<file path="config.mk">
export PLATFORM = sky130hd
export DESIGN_NAME = fpu_issue_ctrl
export DESIGN_NICKNAME = d
export VERILOG_FILES = /design/src/rtl/fpu_issue_ctrl.sv
export SDC_FILE = /design/constraint.sdc
export NUM_CORES = 1
export LEC_CHECK = 0
export CORE_UTILIZATION = 48
export CTS_CLUSTER_SIZE = 24
export DETAILED_ROUTE_END_ITERATION = 8
export DONT_BUFFER_PORTS = 1
export PLACE_DENSITY_LB_ADDON = 0.1
export SKIP_LAST_GASP = 1
export SYNTH_ARGS = -nofsm -noshare
export SYNTH_HDL_FRONTEND = slang
export SYNTH_SLANG_ARGS = --single-unit
</file>
<file path="constraint.sdc">
create_clock -name clk -period 3.8 [get_ports clk]
set_input_delay 0.76 -clock clk [delete_from_list [all_inputs] [get_ports clk]]
set_output_delay 0.76 -clock clk [all_outputs]
set_load 0.1 [all_outputs]
</file>
<file path="src/rtl/fpu_issue_ctrl.sv">
`default_nettype none
// ============================================================================
// Module   : fpu_issue_ctrl
// Brief    : Buffers FPU commands in a FIFO and issues them one at a time,
//            reporting completion or a BUSY-phase timeout.
// Revision : 1.0 - initial release
// ============================================================================
module fpu_issue_ctrl #(
   parameter int DEPTH   = 4,
   parameter int TIMEOUT = 255
) (
   input  logic        clk,
   input  logic        rstn,
   input  logic        cmd_valid,
   output logic        cmd_ready,
   input  logic [5:0]  cmd_op,
   input  logic [4:0]  cmd_x1,
   input  logic [4:0]  cmd_x2,
   input  logic [4:0]  cmd_y,
   input  logic [31:0] cmd_data,
   output logic [5:0]  operation,
   output logic [4:0]  x1,
   output logic [4:0]  x2,
   output logic [4:0]  y,
   output logic [31:0] in_data,
   output logic        fpu_ready,
   input  logic        fpu_valid,
   input  logic        fpu_cond,
   input  logic [31:0] fpu_out_data,
   output logic        done,
   output logic        done_cond,
   output logic [31:0] done_data,
   output logic        busy,
   output logic        err_timeout,
   output logic [15:0] issued_cnt
);

   localparam int          C_AW      = $clog2(DEPTH);
   localparam int          C_W       = 53;
   localparam logic [15:0] C_TIMEOUT = 16'(TIMEOUT);

   typedef enum logic [1:0] {
      S_IDLE = 2'd0,
      S_BUSY = 2'd1,
      S_GAP  = 2'd2
   } state_t;

   state_t            r_state;
   logic [C_W-1:0]    r_mem [DEPTH];
   logic [C_AW-1:0]   r_wr_ptr;
   logic [C_AW-1:0]   r_rd_ptr;
   logic [C_AW:0]     r_count;
   logic [C_W-1:0]    r_cmd;
   logic              r_fpu_ready;
   logic [15:0]       r_tmo;
   logic              r_done;
   logic              r_done_cond;
   logic [31:0]       r_done_data;
   logic              r_err;
   logic [15:0]       r_issued;

   logic              w_empty;
   logic              w_full;
   logic              w_push;
   logic              w_pop;

   // DEPTH is a power of two, so the count MSB alone marks a full FIFO
   assign w_full    = r_count[C_AW];
   assign w_empty   = (r_count == '0);
   assign cmd_ready = ~w_full;
   assign w_push    = cmd_valid & ~w_full;
   assign w_pop     = (r_state == S_IDLE) & ~w_empty;

   always_ff @(posedge clk) begin
      if (w_push) begin
         r_mem[r_wr_ptr] <= {cmd_op, cmd_x1, cmd_x2, cmd_y, cmd_data};
      end
   end

   always_ff @(posedge clk or negedge rstn) begin
      if (!rstn) begin
         r_wr_ptr <= '0;
         r_rd_ptr <= '0;
         r_count  <= '0;
      end else begin
         if (w_push) r_wr_ptr <= r_wr_ptr + 1'b1;
         if (w_pop)  r_rd_ptr <= r_rd_ptr + 1'b1;
         case ({w_push, w_pop})
            2'b10:   r_count <= r_count + 1'b1;
            2'b01:   r_count <= r_count - 1'b1;
            default: r_count <= r_count;
         endcase
      end
   end

   always_ff @(posedge clk or negedge rstn) begin
      if (!rstn) begin
         r_state     <= S_IDLE;
         r_cmd       <= '0;
         r_fpu_ready <= 1'b0;
         r_tmo       <= '0;
         r_done      <= 1'b0;
         r_done_cond <= 1'b0;
         r_done_data <= '0;
         r_err       <= 1'b0;
         r_issued    <= '0;
      end else begin
         r_done <= 1'b0;
         case (r_state)
            S_IDLE: begin
               if (!w_empty) begin
                  r_cmd       <= r_mem[r_rd_ptr];
                  r_fpu_ready <= 1'b1;
                  r_tmo       <= 16'd1;
                  r_issued    <= r_issued + 16'd1;
                  r_state     <= S_BUSY;
               end
            end
            S_BUSY: begin
               // completion wins over a timeout landing on the same edge
               if (fpu_valid) begin
                  r_cmd       <= '0;
                  r_fpu_ready <= 1'b0;
                  r_tmo       <= '0;
                  r_done      <= 1'b1;
                  r_done_cond <= fpu_cond;
                  r_done_data <= fpu_out_data;
                  r_state     <= S_GAP;
               end else if (r_tmo >= C_TIMEOUT) begin
                  r_cmd       <= '0;
                  r_fpu_ready <= 1'b0;
                  r_tmo       <= '0;
                  r_err       <= 1'b1;
                  r_state     <= S_GAP;
               end else begin
                  r_tmo <= r_tmo + 16'd1;
               end
            end
            S_GAP: begin
               r_state <= S_IDLE;
            end
            default: begin
               r_state     <= S_IDLE;
               r_cmd       <= '0;
               r_fpu_ready <= 1'b0;
               r_tmo       <= '0;
            end
         endcase
      end
   end

   assign {operation, x1, x2, y, in_data} = r_cmd;
   assign fpu_ready   = r_fpu_ready;
   assign done        = r_done;
   assign done_cond   = r_done_cond;
   assign done_data   = r_done_data;
   assign err_timeout = r_err;
   assign issued_cnt  = r_issued;
   assign busy        = (r_state != S_IDLE) | ~w_empty;

endmodule
`default_nettype wire

</file>
After elaboration in Yosys (flattened, before gate mapping)
Memories as Yosys holds them, arrays and structs flattened.
Index checks and enable logic that the tools add are counted.
- output and inout port bits: 107
- word-level logic and storage cells: 64
- memory bits (writable): 212
- bits in registers: 130
- bits of input ports: 90
- memories: 1
- order comparisons: 1
- reductions and logical operators: 10
- add/sub/neg operators: 6
- equal/unequal tests: 6
- bitwise gates (word level): 7
- muxes and demuxes: 21
- memory list (name ; words ; bits a word ; read ports ; clocked after Yosys merged registers in ; write ports ; line ; source):
    r_mem ; 4 ; 53 ; 1 ; 0 ; 1 ; 49 ; logic [C_W-1:0] r_mem [DEPTH];
- operator list (cell ; count):
    53-bit 2-to-1 mux ; 3
    53-bit case mux with 3 select lines ; 1
    16-bit 2-to-1 mux ; 3
    16-bit case mux with 3 select lines ; 1
    16-bit by 1-bit adder with 16-bit output, second input constant ; 2
    16-bit by 8-bit greater-or-equal comparator with 1-bit output, second input constant ; 1
    2-bit AND reduction ; 4
    1-bit 2-to-1 mux ; 7
    2-bit 2-to-1 mux ; 3
    3-bit case mux with 2 select lines ; 1
    3-bit AND reduction ; 2
    2-bit by 1-bit adder with 2-bit output, second input constant ; 2
    2-bit by 1-bit == test with 1-bit output, second input constant ; 2
    2-bit == test, second input constant ; 2
    1-bit inverter ; 4
    2-bit case mux with 2 select lines ; 1
    2-bit nonzero test ; 2
    3-bit by 1-bit adder with 3-bit output, second input constant ; 1
    3-bit logical NOT ; 1
    3-bit inequality test, second input constant ; 1
    1-bit case mux with 3 select lines ; 1
    3-bit by 1-bit subtractor with 3-bit output, second input constant ; 1
    1-bit bitwise AND ; 2
    2-bit logical NOT ; 1
    other kinds (2) ; 2

Longest topological paths before layout
- depth in word-level cells: 5
- gate-level depth with buffers: 9
- mapped depth without buffers: 8

Worst setup path before layout
OpenSTA, ideal clock, no wires.
- path type: input-to-reg
- from: input port cmd_valid
- to: memory r_mem[0][0] (enable)
- path buffers: 1
- data arrival time: 2389 ps
- data required time: 3384 ps
- cell stages on the path: 3
- path slack: 995 ps
- library setup time: 416 ps
- path through: nor2b_1 > clkbuf_1 > and2_1
- longest elaborated chain between the ends: 3
- RTL lines (what ; line ; source):
    from (decl) ; 14 ; input logic cmd_valid,
    1-bit bitwise AND ; 71 ; assign w_push = cmd_valid & ~w_full;
    1-bit 2-to-1 mux ; 75 ; if (w_push) begin
    1-bit 2-to-1 mux (implied by the code) ; 76 ; r_mem[r_wr_ptr] <= {cmd_op, cmd_x1, cmd_x2, cmd_y, cmd_data};
    to (decl) ; 49 ;
Every way passes these cells.

Final worst setup path
- from: register r_count[0]
- to: output port busy
- longest elaborated chain between the ends: 3
- RTL lines (what ; line ; source):
    from (decl) ; 52 ; logic [C_AW:0] r_count;
    from (signal assigned) ; 89 ; 2'b10: r_count <= r_count + 1'b1;
    from (signal assigned) ; 90 ; 2'b01: r_count <= r_count - 1'b1;
    from (signal assigned) ; 91 ; default: r_count <= r_count;
    3-bit logical NOT ; 69 ; assign w_empty = (r_count == '0);
    1-bit inverter (no source line) ; - ;
    1-bit OR ; 159 ; assign busy = (r_state != S_IDLE) | ~w_empty;
    to (decl) ; 33 ; output logic busy,
Every way passes these cells.

==> results.md <==
Timing:
- The total setup violations reported at the end of the flow is 0.
- Setup repair after global routing left no endpoint under its margin.
- The final period demand of the worst path is 2.88 ns.
- The clock arrives with 0.0238 ns of skew.
- For this run, the top clock speed supported by timing is around 350 MHz.
- The final count of hold timing violations is 0.
- For the pin with the worst max-slew slack, the measured transition is slightly above 1 ns.
- After routing, the total negative slack on setup checks comes to 0 ns.
- Dividing the final minimum period by the clock period gives around three quarters.
- The relative slew slack is around a third.
- The max-slew violation total from the final report was 0.

Global routing:
- The initial antenna violation count is 0.
- Global routing used a little under a fifth of the available tracks across all layers.
- For this run, global-route usage on met1 was measured as a little over a fifth.
- The number of global-route vias before repair is approximately 6700.
- The total overflow left after global routing is 0.
- The most heavily used metal layer in global routing is met2.
- The first-pass GRT wire length is 38600 um.
- Global routing consumed, on the met2 layer, 30.7% of the routing resources.
- The global-route met3 utilization is about 8.2%.
- The maximum number of pins on one net before global-route repair is roughly 130.

Clock network:
- In this run the clock root is driven by a sky130_fd_sc_hd__clkbuf_16.
- The H-tree was split into 2 levels.
- For this design, the sink count on the clock tree is between 300 and 400.
- The number of buffers created by CTS is 37.
- The CTS tree is built.
- After clock tree synthesis, the clock-pin slew on the worst setup and hold paths is 0.06 ns.
- The clock insertion delay at the later pin of the skew report is 0.52 ns.
- The maximum number of buffers from clock root to sink is 3.
- The quantity of gates resized following cts is 0.

Cells and area:
- The count of filler cells inserted in the layout is 2027.
- The antenna cell count is 0.
- The post-synthesis to final-layout area growth is 12.0%.
- The ratio of cells with drive above 1 in the final layout is between 10% and 20%.
- At the end of the flow, the number of nets in the layout was 851.

Critical path:
- The largest driver fanout on the critical path is 8.
- The type of the worst setup path is flip-flop to output port.
- Data on the critical path is required at its endpoint by slightly above 3 ns.
- The worst setup path is captured at an output port.
- The critical path arrival is approximately 2.1 ns.
- For the worst flop-to-flop path, the logic depth is 6.
- STA classifies the critical path startpoint as a flip-flop.

Placement:
- The sum of net half-perimeters after detailed placement is ~14000 um.
- The placer congestion estimate is slightly below 0.8.
- Port buffering added 0 buffers.

Synth:
- The post-synth design cell area is 12900 um^2.
- The mean instance size in the synthesized netlist is around 18 um^2.
- The netlist uses 46 different library cells.
- The leading register cell type out of synthesis is sky130_fd_sc_hd__edfxtp_1.
- For this run, the register share of the synthesized area comes to about 75%.
- The post-synthesis share of cell area spent on xor and xnor gates is under 10%.
- The mux cell area share after synthesis is under 10%.
- The post-synthesis share of cell area spent on and, or, nand and nor gates is 6.92%.
- The main combinational cell family by area after synthesis is multiplexers.
- Of all flip-flops after synthesis, the portion carrying an async set or reset was 38.0%.
- The gate count after technology mapping is around 730.
- Summing the areas of all fa, ha and maj instances in the mapped netlist gives 0.835% of the synthesized area.
- The Yosys warning count is 0.
- In this run, synthesis produced a sequential element count of 342.
- Synthesis produced a netlist with a net count of 831.
- The complex-gate fraction of the synthesized area is 5.13%.
- In this run, synthesis inferred around 210 flip-flops with an integrated enable.

Floorplanning:
- slightly below 200 I/O pins were placed.
- The die height is about 170 um.
- The area enclosed by the die boundary is around 27000 um^2.
- The count of standard-cell rows is 59.
- The floorplan step set the die width to between 150 and 200 um.
- For this configuration, the core starts out at a cell density of between 40% and 50%.
- The placeable core region is 26200 um^2.

Outcome:
- The flow ran to the end, but the final reports show violations.
- The checks that failed: DRC.

Routing:
- After the first detailed-routing iteration, the DRC count stood at 415.
- The wire length reported by the detailed router is approximately 25000 um.
- After detailed routing, the number of remaining DRC violations is 20.
- The routed via count divided by cell count is 5.71.
- The first-pass iteration count of the detailed router is 7.
- The routed layout has ~6400 vias.
- Dividing the detail-routed wire length by the instance count gives ~22 um.
- The residual antenna-violating net count after detailed routing is 0.

Hold path:
- The worst min-delay path category is primary input to asynchronous set/reset pin.

Run:
- Max-cap violations in this run came to 0.
## Yosys cell counts (2+ instances only)
| library cell | number | share of area (%) |
|---|---|---|
| sky130_fd_sc_hd__and4_1 | 2 | 0.14 |
| sky130_fd_sc_hd__o21a_1 | 7 | 0.41 |
| sky130_fd_sc_hd__buf_2 | 16 | 0.62 |
| sky130_fd_sc_hd__nor4b_1 | 2 | 0.14 |
| sky130_fd_sc_hd__and2_1 | 6 | 0.29 |
| sky130_fd_sc_hd__nor3_1 | 7 | 0.27 |
| sky130_fd_sc_hd__nor2_1 | 6 | 0.17 |
| sky130_fd_sc_hd__a22o_1 | 55 | 3.7 |
| sky130_fd_sc_hd__mux4_2 | 53 | 9.3 |
| sky130_fd_sc_hd__a21o_1 | 3 | 0.17 |
| sky130_fd_sc_hd__dfrtp_1 | 130 | 25 |
| sky130_fd_sc_hd__edfxtp_1 | 212 | 49 |
| sky130_fd_sc_hd__xor2_1 | 9 | 0.61 |
| sky130_fd_sc_hd__inv_1 | 13 | 0.38 |
| sky130_fd_sc_hd__nand3_1 | 18 | 0.70 |
| sky130_fd_sc_hd__or3_1 | 2 | 0.097 |
| sky130_fd_sc_hd__and3_1 | 4 | 0.19 |
| sky130_fd_sc_hd__nor4_4 | 3 | 0.50 |
| sky130_fd_sc_hd__ha_1 | 7 | 0.68 |
| sky130_fd_sc_hd__a21oi_1 | 3 | 0.12 |
| sky130_fd_sc_hd__nor4_1 | 3 | 0.15 |
| sky130_fd_sc_hd__xnor2_1 | 12 | 0.82 |
| sky130_fd_sc_hd__nand2_1 | 111 | 3.2 |
| sky130_fd_sc_hd__clkbuf_1 | 19 | 0.55 |
| sky130_fd_sc_hd__or4_1 | 3 | 0.17 |
| sky130_fd_sc_hd__o21ai_0 | 7 | 0.27 |
## what timing repair did
action,in CTS,in global routing
buffers inserted,0,0
setup endpoints to repair,0,0
hold buffers,1,0
hold endpoints to repair,130,0
## placed cells by master (no fill, tap or decap), drive strengths merged
master,Yosys,routed
a21o,3,3
a21oi,3,3
a22o,55,55
and2,6,6
and3,4,4
and4,2,2
and4bb,1,1
buf,16,16
clkbuf,19,58
clkinv,1,10
dfrtp,130,130
edfxtp,212,212
fa,1,1
ha,7,7
inv,13,13
mux2,1,1
mux2i,1,1
mux4,53,53
nand2,112,112
nand2b,1,1
nand3,18,18
nand3b,1,1
nand4,2,2
nor2,6,6
nor2b,1,1
nor3,8,8
nor3b,2,2
nor4,6,6
nor4b,3,3
o2111a,1,1
o2111ai,1,1
o211ai,1,1
o21a,7,7
o21ai,7,7
o311ai,1,1
or3,2,2
or3b,1,1
or4,3,3
xnor2,12,12
xor2,9,9
## worst paths after layout
path	from	end	slack, ns
min	rstn	r_rd_ptr[0]	0.26
max reg2reg	r_tmo[0]	r_cmd[44]	1.28
min in group clk	cmd_y[4]	r_mem[1][36]	0.33
max	r_count[0]	busy	0.92
max in group asynchronous	rstn	r_rd_ptr[0]	3.07
min reg2reg	r_count[0]	r_count[0]	0.53
## state kept, by name (all words and copies together) (netlist names), 2 cells and up
signal,count
r_mem,212
r_wr_ptr,2
r_cmd,53
r_state,2
done_data,32
r_rd_ptr,2
r_count,3
r_tmo,16
issued_cnt,16
## routing by layer
layer,up-vias,wire [um]
li1,2842,-
met1,3298,9640
met3,33,2580
met5,-,0
met2,203,12100
met4,0,403
## through the flow
| step | utilization, % | hold WS [ns] | setup slack [ns] | instance area (um^2) | std cells |
|---|---|---|---|---|---|
| floorplan | - | 0.464 | 0.995 | 12900 | 733 |
| global placement | 50.7 | 0.468 | 1.35 | 13300 | 1048 |
| detailed placement | 50.7 | 0.467 | 1.28 | 13300 | 1048 |
| CTS | 55.1 | 0.274 | 0.861 | 14400 | 1116 |
| global route | 55.1 | 0.303 | 0.806 | 14400 | 1116 |
| finish | 55.1 | 0.263 | 0.916 | 14400 | 1116 |
## critical path, stage by stage (launching register included)
cell                      delay, ns
sky130_fd_sc_hd__dfrtp_1       0.42
sky130_fd_sc_hd__nor3_2        0.50
sky130_fd_sc_hd__nand2_1       0.71
## kinds of logic after synthesis
group / count (synthesis)
adders and majority gates: 8
AOI/OAI and AO/OA: 79
DFF: 342
buffers and inverters: 49
muxes: 55
xor gates and xnor gates: 21
and+or+nand+nor: 179
## final cells by class
class | count | area (um^2) | share of cell area, %
Clock buffer | 58 | 1060 | 7.32
Tap cell | 335 | 419 | 2.90
Clock inverter | 9 | 52.6 | 0.364
Sequential cell | 342 | 9620 | 66.7
Multi-Input combinational cell | 342 | 3070 | 21.3
Inverter | 14 | 52.6 | 0.364
Timing Repair Buffer | 16 | 153 | 1.06
Power is not shown: default switching activity piles up to over one toggle a cycle in this logic, so the estimate is an artifact.
